$ cat src/rtl/aap_load_store_unit.sv
// aap_load_store_unit: initiator side of the data-memory byte-port interface.
// Takes one 8/16/32-bit load/store from the execute stage over valid/ready and
// splits it into byte accesses, two bytes per beat, on two read and two write
// byte ports. Returns zero/sign-extended load data or store completion over a
// valid/ready response channel.
//
// Ports:
//   clock, reset                 rising-edge clock, async active-high reset
//   req_valid/req_ready          request handshake
//   req_write, req_size          1=store; 00 byte, 01 half, 10 word, 11 reserved
//   req_signed, req_addr         sign-extend loads; lowest byte address
//   req_wdata                    store data (low bytes for byte/half)
//   resp_valid/resp_ready        response handshake
//   resp_rdata, resp_err         load data (0 for stores/errors); rejected request
//   mem_rd1/2, mem_rd1/2_out     byte read addresses and combinational read data
//   mem_wr1/2, mem_wr1/2_data    byte write addresses and data
//   mem_wr1/2_enable             write strobes, sampled on the clock edge
//
// Optional build macro AAP_LSU_ALIGN_CHECK_EN: misaligned half/word requests are
// rejected with resp_err=1 and make no memory access. Without it they execute
// byte-wise with address wrap.
module aap_load_store_unit #(
    parameter int unsigned ADDR_W = 9,
    parameter int unsigned DATA_W = 32
) (
    input  logic              clock,
    input  logic              reset,
    input  logic              req_valid,
    output logic              req_ready,
    input  logic              req_write,
    input  logic [1:0]        req_size,
    input  logic              req_signed,
    input  logic [ADDR_W-1:0] req_addr,
    input  logic [DATA_W-1:0] req_wdata,
    output logic              resp_valid,
    input  logic              resp_ready,
    output logic [DATA_W-1:0] resp_rdata,
    output logic              resp_err,
    output logic [ADDR_W-1:0] mem_rd1,
    output logic [ADDR_W-1:0] mem_rd2,
    input  logic [7:0]        mem_rd1_out,
    input  logic [7:0]        mem_rd2_out,
    output logic [ADDR_W-1:0] mem_wr1,
    output logic [ADDR_W-1:0] mem_wr2,
    output logic [7:0]        mem_wr1_data,
    output logic [7:0]        mem_wr2_data,
    output logic              mem_wr1_enable,
    output logic              mem_wr2_enable
);

    localparam logic [1:0] SIZE_BYTE = 2'b00;
    localparam logic [1:0] SIZE_HALF = 2'b01;
    localparam logic [1:0] SIZE_WORD = 2'b10;
    localparam logic [1:0] SIZE_RSVD = 2'b11;

    typedef enum logic [1:0] {IDLE, BEAT0, BEAT1, RESP} state_t;

    state_t              state, next_state;
    logic [ADDR_W-1:0]   addr_q;
    logic [1:0]          size_q;
    logic                write_q;
    logic                signed_q;
    logic [DATA_W-1:0]   wdata_q;
    logic [3:0][7:0]     byte_q, byte_d;
    logic                accept;
    logic                err_next;
    logic                misaligned;
    logic [DATA_W-1:0]   load_data;

    // Alignment rejection exists only in the checked build.
`ifdef AAP_LSU_ALIGN_CHECK_EN
    assign misaligned = ((req_size == SIZE_HALF) && req_addr[0]) ||
                        ((req_size == SIZE_WORD) && (req_addr[1:0] != 2'b00));
`else
    assign misaligned = 1'b0;
`endif

    // Next-state and load-byte capture.
    always_comb begin
        next_state = state;
        byte_d     = byte_q;
        accept     = 1'b0;
        err_next   = 1'b0;
        case (state)
            IDLE: begin
                if (req_valid && req_ready) begin
                    accept = 1'b1;
                    if ((req_size == SIZE_RSVD) || misaligned) begin
                        next_state = RESP;
                        err_next   = 1'b1;
                    end else begin
                        next_state = BEAT0;
                    end
                end
            end
            BEAT0: begin
                if (!write_q) begin
                    byte_d[0] = mem_rd1_out;
                    byte_d[1] = mem_rd2_out;
                end
                next_state = (size_q == SIZE_WORD) ? BEAT1 : RESP;
            end
            BEAT1: begin
                if (!write_q) begin
                    byte_d[2] = mem_rd1_out;
                    byte_d[3] = mem_rd2_out;
                end
                next_state = RESP;
            end
            RESP: begin
                if (resp_ready) next_state = IDLE;
            end
            default: next_state = IDLE;
        endcase
    end

    // Little-endian assembly and extension from the bytes being captured this edge.
    always_comb begin
        load_data = '0;
        if (!write_q) begin
            case (size_q)
                SIZE_BYTE: load_data = {{24{signed_q & byte_d[0][7]}}, byte_d[0]};
                SIZE_HALF: load_data = {{16{signed_q & byte_d[1][7]}}, byte_d[1], byte_d[0]};
                default:   load_data = byte_d;
            endcase
        end
    end

    // Memory port decode; strobes depend only on registered state.
    always_comb begin
        mem_rd1        = '0;
        mem_rd2        = '0;
        mem_wr1        = '0;
        mem_wr2        = '0;
        mem_wr1_data   = '0;
        mem_wr2_data   = '0;
        mem_wr1_enable = 1'b0;
        mem_wr2_enable = 1'b0;
        case (state)
            BEAT0: begin
                mem_rd1        = addr_q;
                mem_rd2        = addr_q + ADDR_W'(1);
                mem_wr1        = addr_q;
                mem_wr2        = addr_q + ADDR_W'(1);
                mem_wr1_data   = wdata_q[7:0];
                mem_wr2_data   = wdata_q[15:8];
                mem_wr1_enable = write_q;
                mem_wr2_enable = write_q && (size_q != SIZE_BYTE);
            end
            BEAT1: begin
                mem_rd1        = addr_q + ADDR_W'(2);
                mem_rd2        = addr_q + ADDR_W'(3);
                mem_wr1        = addr_q + ADDR_W'(2);
                mem_wr2        = addr_q + ADDR_W'(3);
                mem_wr1_data   = wdata_q[23:16];
                mem_wr2_data   = wdata_q[31:24];
                mem_wr1_enable = write_q;
                mem_wr2_enable = write_q;
            end
            default: ;
        endcase
    end

    // State, request latch and registered response outputs.
    always_ff @(posedge clock or posedge reset) begin
        if (reset) begin
            state      <= IDLE;
            addr_q     <= '0;
            size_q     <= '0;
            write_q    <= 1'b0;
            signed_q   <= 1'b0;
            wdata_q    <= '0;
            byte_q     <= '0;
            req_ready  <= 1'b1;
            resp_valid <= 1'b0;
            resp_rdata <= '0;
            resp_err   <= 1'b0;
        end else begin
            state      <= next_state;
            byte_q     <= byte_d;
            req_ready  <= (next_state == IDLE);
            resp_valid <= (next_state == RESP);
            if (accept) begin
                addr_q   <= req_addr;
                size_q   <= req_size;
                write_q  <= req_write;
                signed_q <= req_signed;
                wdata_q  <= req_wdata;
            end
            if ((next_state == RESP) && (state != RESP)) begin
                resp_err   <= err_next;
                resp_rdata <= err_next ? '0 : load_data;
            end else if ((next_state == IDLE) && (state == RESP)) begin
                resp_err   <= 1'b0;
                resp_rdata <= '0;
            end
        end
    end

endmodule

$ cat config.mk
export PLATFORM = sky130hd
export DESIGN_NAME = aap_load_store_unit
export DESIGN_NICKNAME = d
export VERILOG_FILES = /design/src/rtl/aap_load_store_unit.sv
export SDC_FILE = /design/constraint.sdc
export NUM_CORES = 1
export LEC_CHECK = 0
export BUFFER_PORTS_ARGS = -buffer_cell sky130_fd_sc_hd__buf_2
export CORE_AREA = 2 2 139 141
export DETAILED_ROUTE_END_ITERATION = 12
export DIE_AREA = 0 0 141 143
export HOLD_SLACK_MARGIN = 0.02
export SLEW_MARGIN = 5
export SYNTH_ARGS = -nofsm -noshare
export SYNTH_HDL_FRONTEND = slang
export SYNTH_SLANG_ARGS = --single-unit
$ cat constraint.sdc
create_clock -name clock -period 3.48 [get_ports clock]
set_clock_uncertainty 0.05 [all_clocks]
set_input_delay 0.522 -clock clock [delete_from_list [all_inputs] [get_ports clock]]
set_output_delay 0.522 -clock clock [all_outputs]
set_load 0.03 [all_outputs]
Yosys cells after proc, flatten, opt, wreduce, memory -nomap -nowiden
Cells that the tools add are included.
Cells by class
  $add $sub $neg: 3
  equal/unequal tests: 8
  mux-type cells: 27
  bitwise operators: 2
  reduce and logical (&&, ||, !) cells: 10
Operators by type and width (number)
  $mux W32: 4
  $mux W16: 4
  $pmux W32 S2: 1
  $pmux W9 S2: 2
  $pmux W8 S2: 2
  $add A9 B2 Y9 const B: 2
  $eq A2 B2 Y1 const B: 5
  $add A9 B1 Y9 const B: 1
  $mux W1: 9
  $pmux W2 S4: 1
  $logic_not A2 Y1: 3
  $mux W2: 3
  $eq A2 B1 Y1 const B: 2
  $logic_and A1 B1 Y1: 4
  $reduce_bool A2 Y1: 2
  $and A1 B1 Y1: 2
  $ne A2 B2 Y1 const B: 1
  $pmux W1 S2: 1
  $reduce_or A2 Y1: 1
Storage, ports and cells
  bits in registers: 114
  logic and storage cells: 64

Depth between registers and ports, before layout
  depth after elaboration: 8
  gate-level depth with buffers: 9
  mapped depth without buffers: 7

Worst setup path before layout
OpenSTA, ideal clock, no wires.
  kind: reg2out
  start: reg state[0]
  end: out mem_wr1[6]
  arrival: 2.735 ns
  required time: 2.908 ns
  path slack: 0.173 ns
  stages on the path, launching flop included: 8
  path buffers: 3
  cell sequence: dfrtp_1 inv_1 ha_1 clkbuf_1 clkbuf_1 o21ai_0 a311oi_1 buf_4
Between the ends
  longest elaborated chain between the ends: 2
RTL lines
  from (decl): line 58  | state_t state, next_state;
  from (signal assigned): line 179  | state <= next_state;
  $eq A2 B2 Y1 or $eq A2 B1 Y1 (tied branches)
  $pmux W9 S2 (*)
  to (decl): line 43  | output logic [ADDR_W-1:0] mem_wr1,
Mark *: on every way between the ends. The rest lies on a longest branch, timed or not.

Final worst setup path
  start: reg state[0]
  end: out mem_wr2[7]
Between the ends
  longest elaborated chain between the ends: 2
RTL lines
  $eq A2 B2 Y1 or $eq A2 B1 Y1 (tied branches): line 139  | case (state)
  $pmux W9 S2 (*): line 139
  to (decl): line 44  | output logic [ADDR_W-1:0] mem_wr2,
Marked as above.

==> flow_metrics.tcl <==
set metrics [dict create \
    status "finished clean" \
    synthArstFlopShare 1.000 \
    yosys.area_share.simple 0.06744 \
    synth-compound-area-share 0.1609 \
    cts.clk_slew.worst_paths_ps 60 \
    syn_area_per_cell_um2 12.45 \
    crit_type "reg2out" \
    antenna_found_initial 1 \
    synth_edf_count 0 \
    final_cell_mix "153 x buf_2, 113 x dfrtp_1, 76 x mux2_2, 32 x a32o_1, 24 x a22o_1" \
    synth-adder-area-share 0.01946 \
    dr.pass1.iters 5 \
    coreArea_um2 18580 \
    leakage_nw 3.254 \
    post_cts_resized 0 \
    grt_max_degree 77 \
    clock-sinks 114 \
    wl_um 14260 \
    end_kind "output port" \
    start_util 0.2976 \
    first_iter_violations 197 \
    overflow 0 \
    ff2ff_setup_slack_ps 970 \
    cap_violations 0 \
    drc 0 \
    fin_crit_sh 0.9153 \
    post_cts_buffers 0 \
    yosysTopAreaCell "dfrtp_1" \
    min_path_type "in2async" \
    worstPathMaxFanout 27 \
    cts_tree "built" \
    setup_viol 0 \
    die-area_um2 20160 \
    netlist_instances 444 \
    io_buffer_count 153 \
    tightest_slew_ps 733.8 \
    yosysWarnings 0 \
    place_inst 789 \
    grt_first_pass_wirelength_um 22520 \
    syn_nets 517 \
    cts_max_level 4 \
    rows 50 \
    irDropWorstVdd_uv 662.7 \
    nNetsFinal 647 \
    finalSetupTns_ps 0 \
    synthTopCellsByArea "dfrtp_1 51%, mux2_2 15%, a32o_1 5.8%" \
    rr_startpoint "state[1]$_DFF_PP0_" \
    synth_cell_type_count 49 \
    clkLatencyLatePin_ps 420 \
    layout-drive-gt1-share 0.4889 \
    cts.path.max_buffers 2 \
    first_global_vias 4146 \
    synth_top_area_share 0.5114 \
    cts_root_buffer "clkbuf_16" \
    cts-buffers-inserted 17 \
    ys.flop_type "dfrtp_1" \
    ys_ff_latch 114 \
    syn2layout_area_growth_pct 25.64 \
    fill_cells 1834 \
    cp.arrival_ps 2610 \
    post-place-ws_ps 710.4 \
    antennaDiodeCount 0 \
    synthMuxAreaShare 0.1652 \
    yosys.area_share.xor_xnor 0.007920 \
    die_height_um 143 \
    die-width_um 141 \
    regArea_um2 2854 \
    power.total_mw 8.322 \
    setup_slack_ps 294.7 \
    drtAntennaViolNets 0 \
    hold_violations 0 \
    rsz0062_at_grt "false" \
    ioPinCount 154 \
    holdBufCountCts 0 \
    required_ps 2910 \
    powerDensity_nw_per_um2 1198 \
    fmax_ghz 0.3139 \
    period_needed_ps 3185 \
    synth_top_family_by_area "multiplexers" \
    place_hpwl_um 9960 \
    layoutNonFillerInstCount 821 \
    wl_per_cell_um 17.36 \
    avgViaCountPerCell 5.046 \
    yosysSeqAreaShare 0.5162 \
    crit_path_start_kind "flop" \
    slew_viol_final 0 \
    gp_congestion 0.8168 \
    grtUsageTotal 0.1438 \
    crit_path_start "state[0]$_DFF_PP0_" \
    final_common_cell "buf_2" \
    relSlewSlack 0.5108 \
    via_count 4143 \
    multi_input_area_um2 2328 \
    netlist_area_um2 5529 \
]
[power breakdown]
part	switching [mW]	internal (mW)	total [mW]	leakage, nW
Clock	0.683	0.951	1.63	0.264
Combinational	2.67	1.69	4.35	1.58
Sequential	0.407	1.93	2.34	1.41
Total	3.76	4.57	8.32	3.25
[synthesized netlist by cell type, types with 2 or more instances]
master and number:
buf_2 11, a311oi_1 2, a21oi_1 4, xnor2_1 3, o21ai_0 9, o21a_1 2, a22o_1 24, xor2_1 2
or2_2 2, nand2_1 8, a21boi_0 3, clkbuf_1 20, nand2b_1 3, mux2_2 76, buf_1 2, nor2b_1 10
a22oi_1 17, a31oi_1 2, dfrtp_1 113, or3_1 2, buf_4 18, mux2i_1 2, nor2_1 18, nand4_1 5
o211ai_1 2, a32o_1 32, nand3_1 5, ha_1 7, inv_1 8, buf_6 4, and2_1 10
[metal layers]
| layer | track usage | up-vias | routed length [µm] |
|---|---|---|---|
| met5 | 0 | - | 13 |
| li1 | - | 1900 | - |
| met4 | 0.05105 | 2 | 235 |
| met1 | 0.1840 | 2096 | 6446 |
| met3 | 0.04695 | 20 | 842 |
| met2 | 0.2293 | 125 | 6717 |
[through the flow]
| stage | hold WS [ps] | util | instance area (µm²) |
|---|---|---|---|
| final | 162.2 | 0.3739 | 6947 |
| after global routing | 212.9 | 0.3739 | 6947 |
| after CTS | 199.8 | 0.3739 | 6947 |
| after detailed placement | 433.1 | 0.3436 | 6385 |
| after global placement | 429.9 | 0.3436 | 6385 |
| after floorplan | 420.8 | - | 5533 |
[cells by family (layout without fill, tap and decap cells)]
| kind of cell | after synthesis | count (layout) |
|---|---|---|
| AND/OR/NAND/NOR | 70 | 70 |
| multiplexers | 80 | 80 |
| flip-flops | 114 | 114 |
| adder cells (fa/ha/maj) | 8 | 8 |
| buffers and inverters | 63 | 206 |
| XOR/XNOR | 5 | 5 |
| AO/OA/AOI/OAI | 104 | 104 |
[flip-flops by register name, summed over array words and instances (netlist names), 2 cells and up]
name / count
size_q: 2
state: 2
addr_q: 9
wdata_q: 32
resp_rdata: 32
byte_q: 32
[area by class of cell]
cell class	count	share of cell area
tap	234	0.04215
timing repair buffer	166	0.1261
inverter	8	0.004863
sequential	114	0.4108
clock inverter	14	0.01765
clock buffer	18	0.06322
multi-input combinational	267	0.3352
[critical path: stages (launching register included)]
cell and delay, ps:
dfrtp_1 410, inv_1 150, ha_1 230, buf_4 310, ha_1 280, a21o_1 200, nor3b_1 150, xor2_1 140
and2_1 170, buf_2 170
[final timing paths]
| kind | endpoint | cells after the start |
|---|---|---|
| max | mem_wr2[7] | 9 |
| min | resp_valid$_DFF_PP0_ | 3 |
| max reg2reg | resp_rdata[16]$_DFFE_PP0P_ | 7 |
| min reg2reg | byte_q[29]$_DFF_PP0_ | 1 |
| max in group asynchronous | wdata_q[13]$_DFFE_PP0P_ | 3 |
| min in group clock | signed_q$_DFFE_PP0P_ | 3 |
No activity file was read; power rests on OpenSTA's default activity.
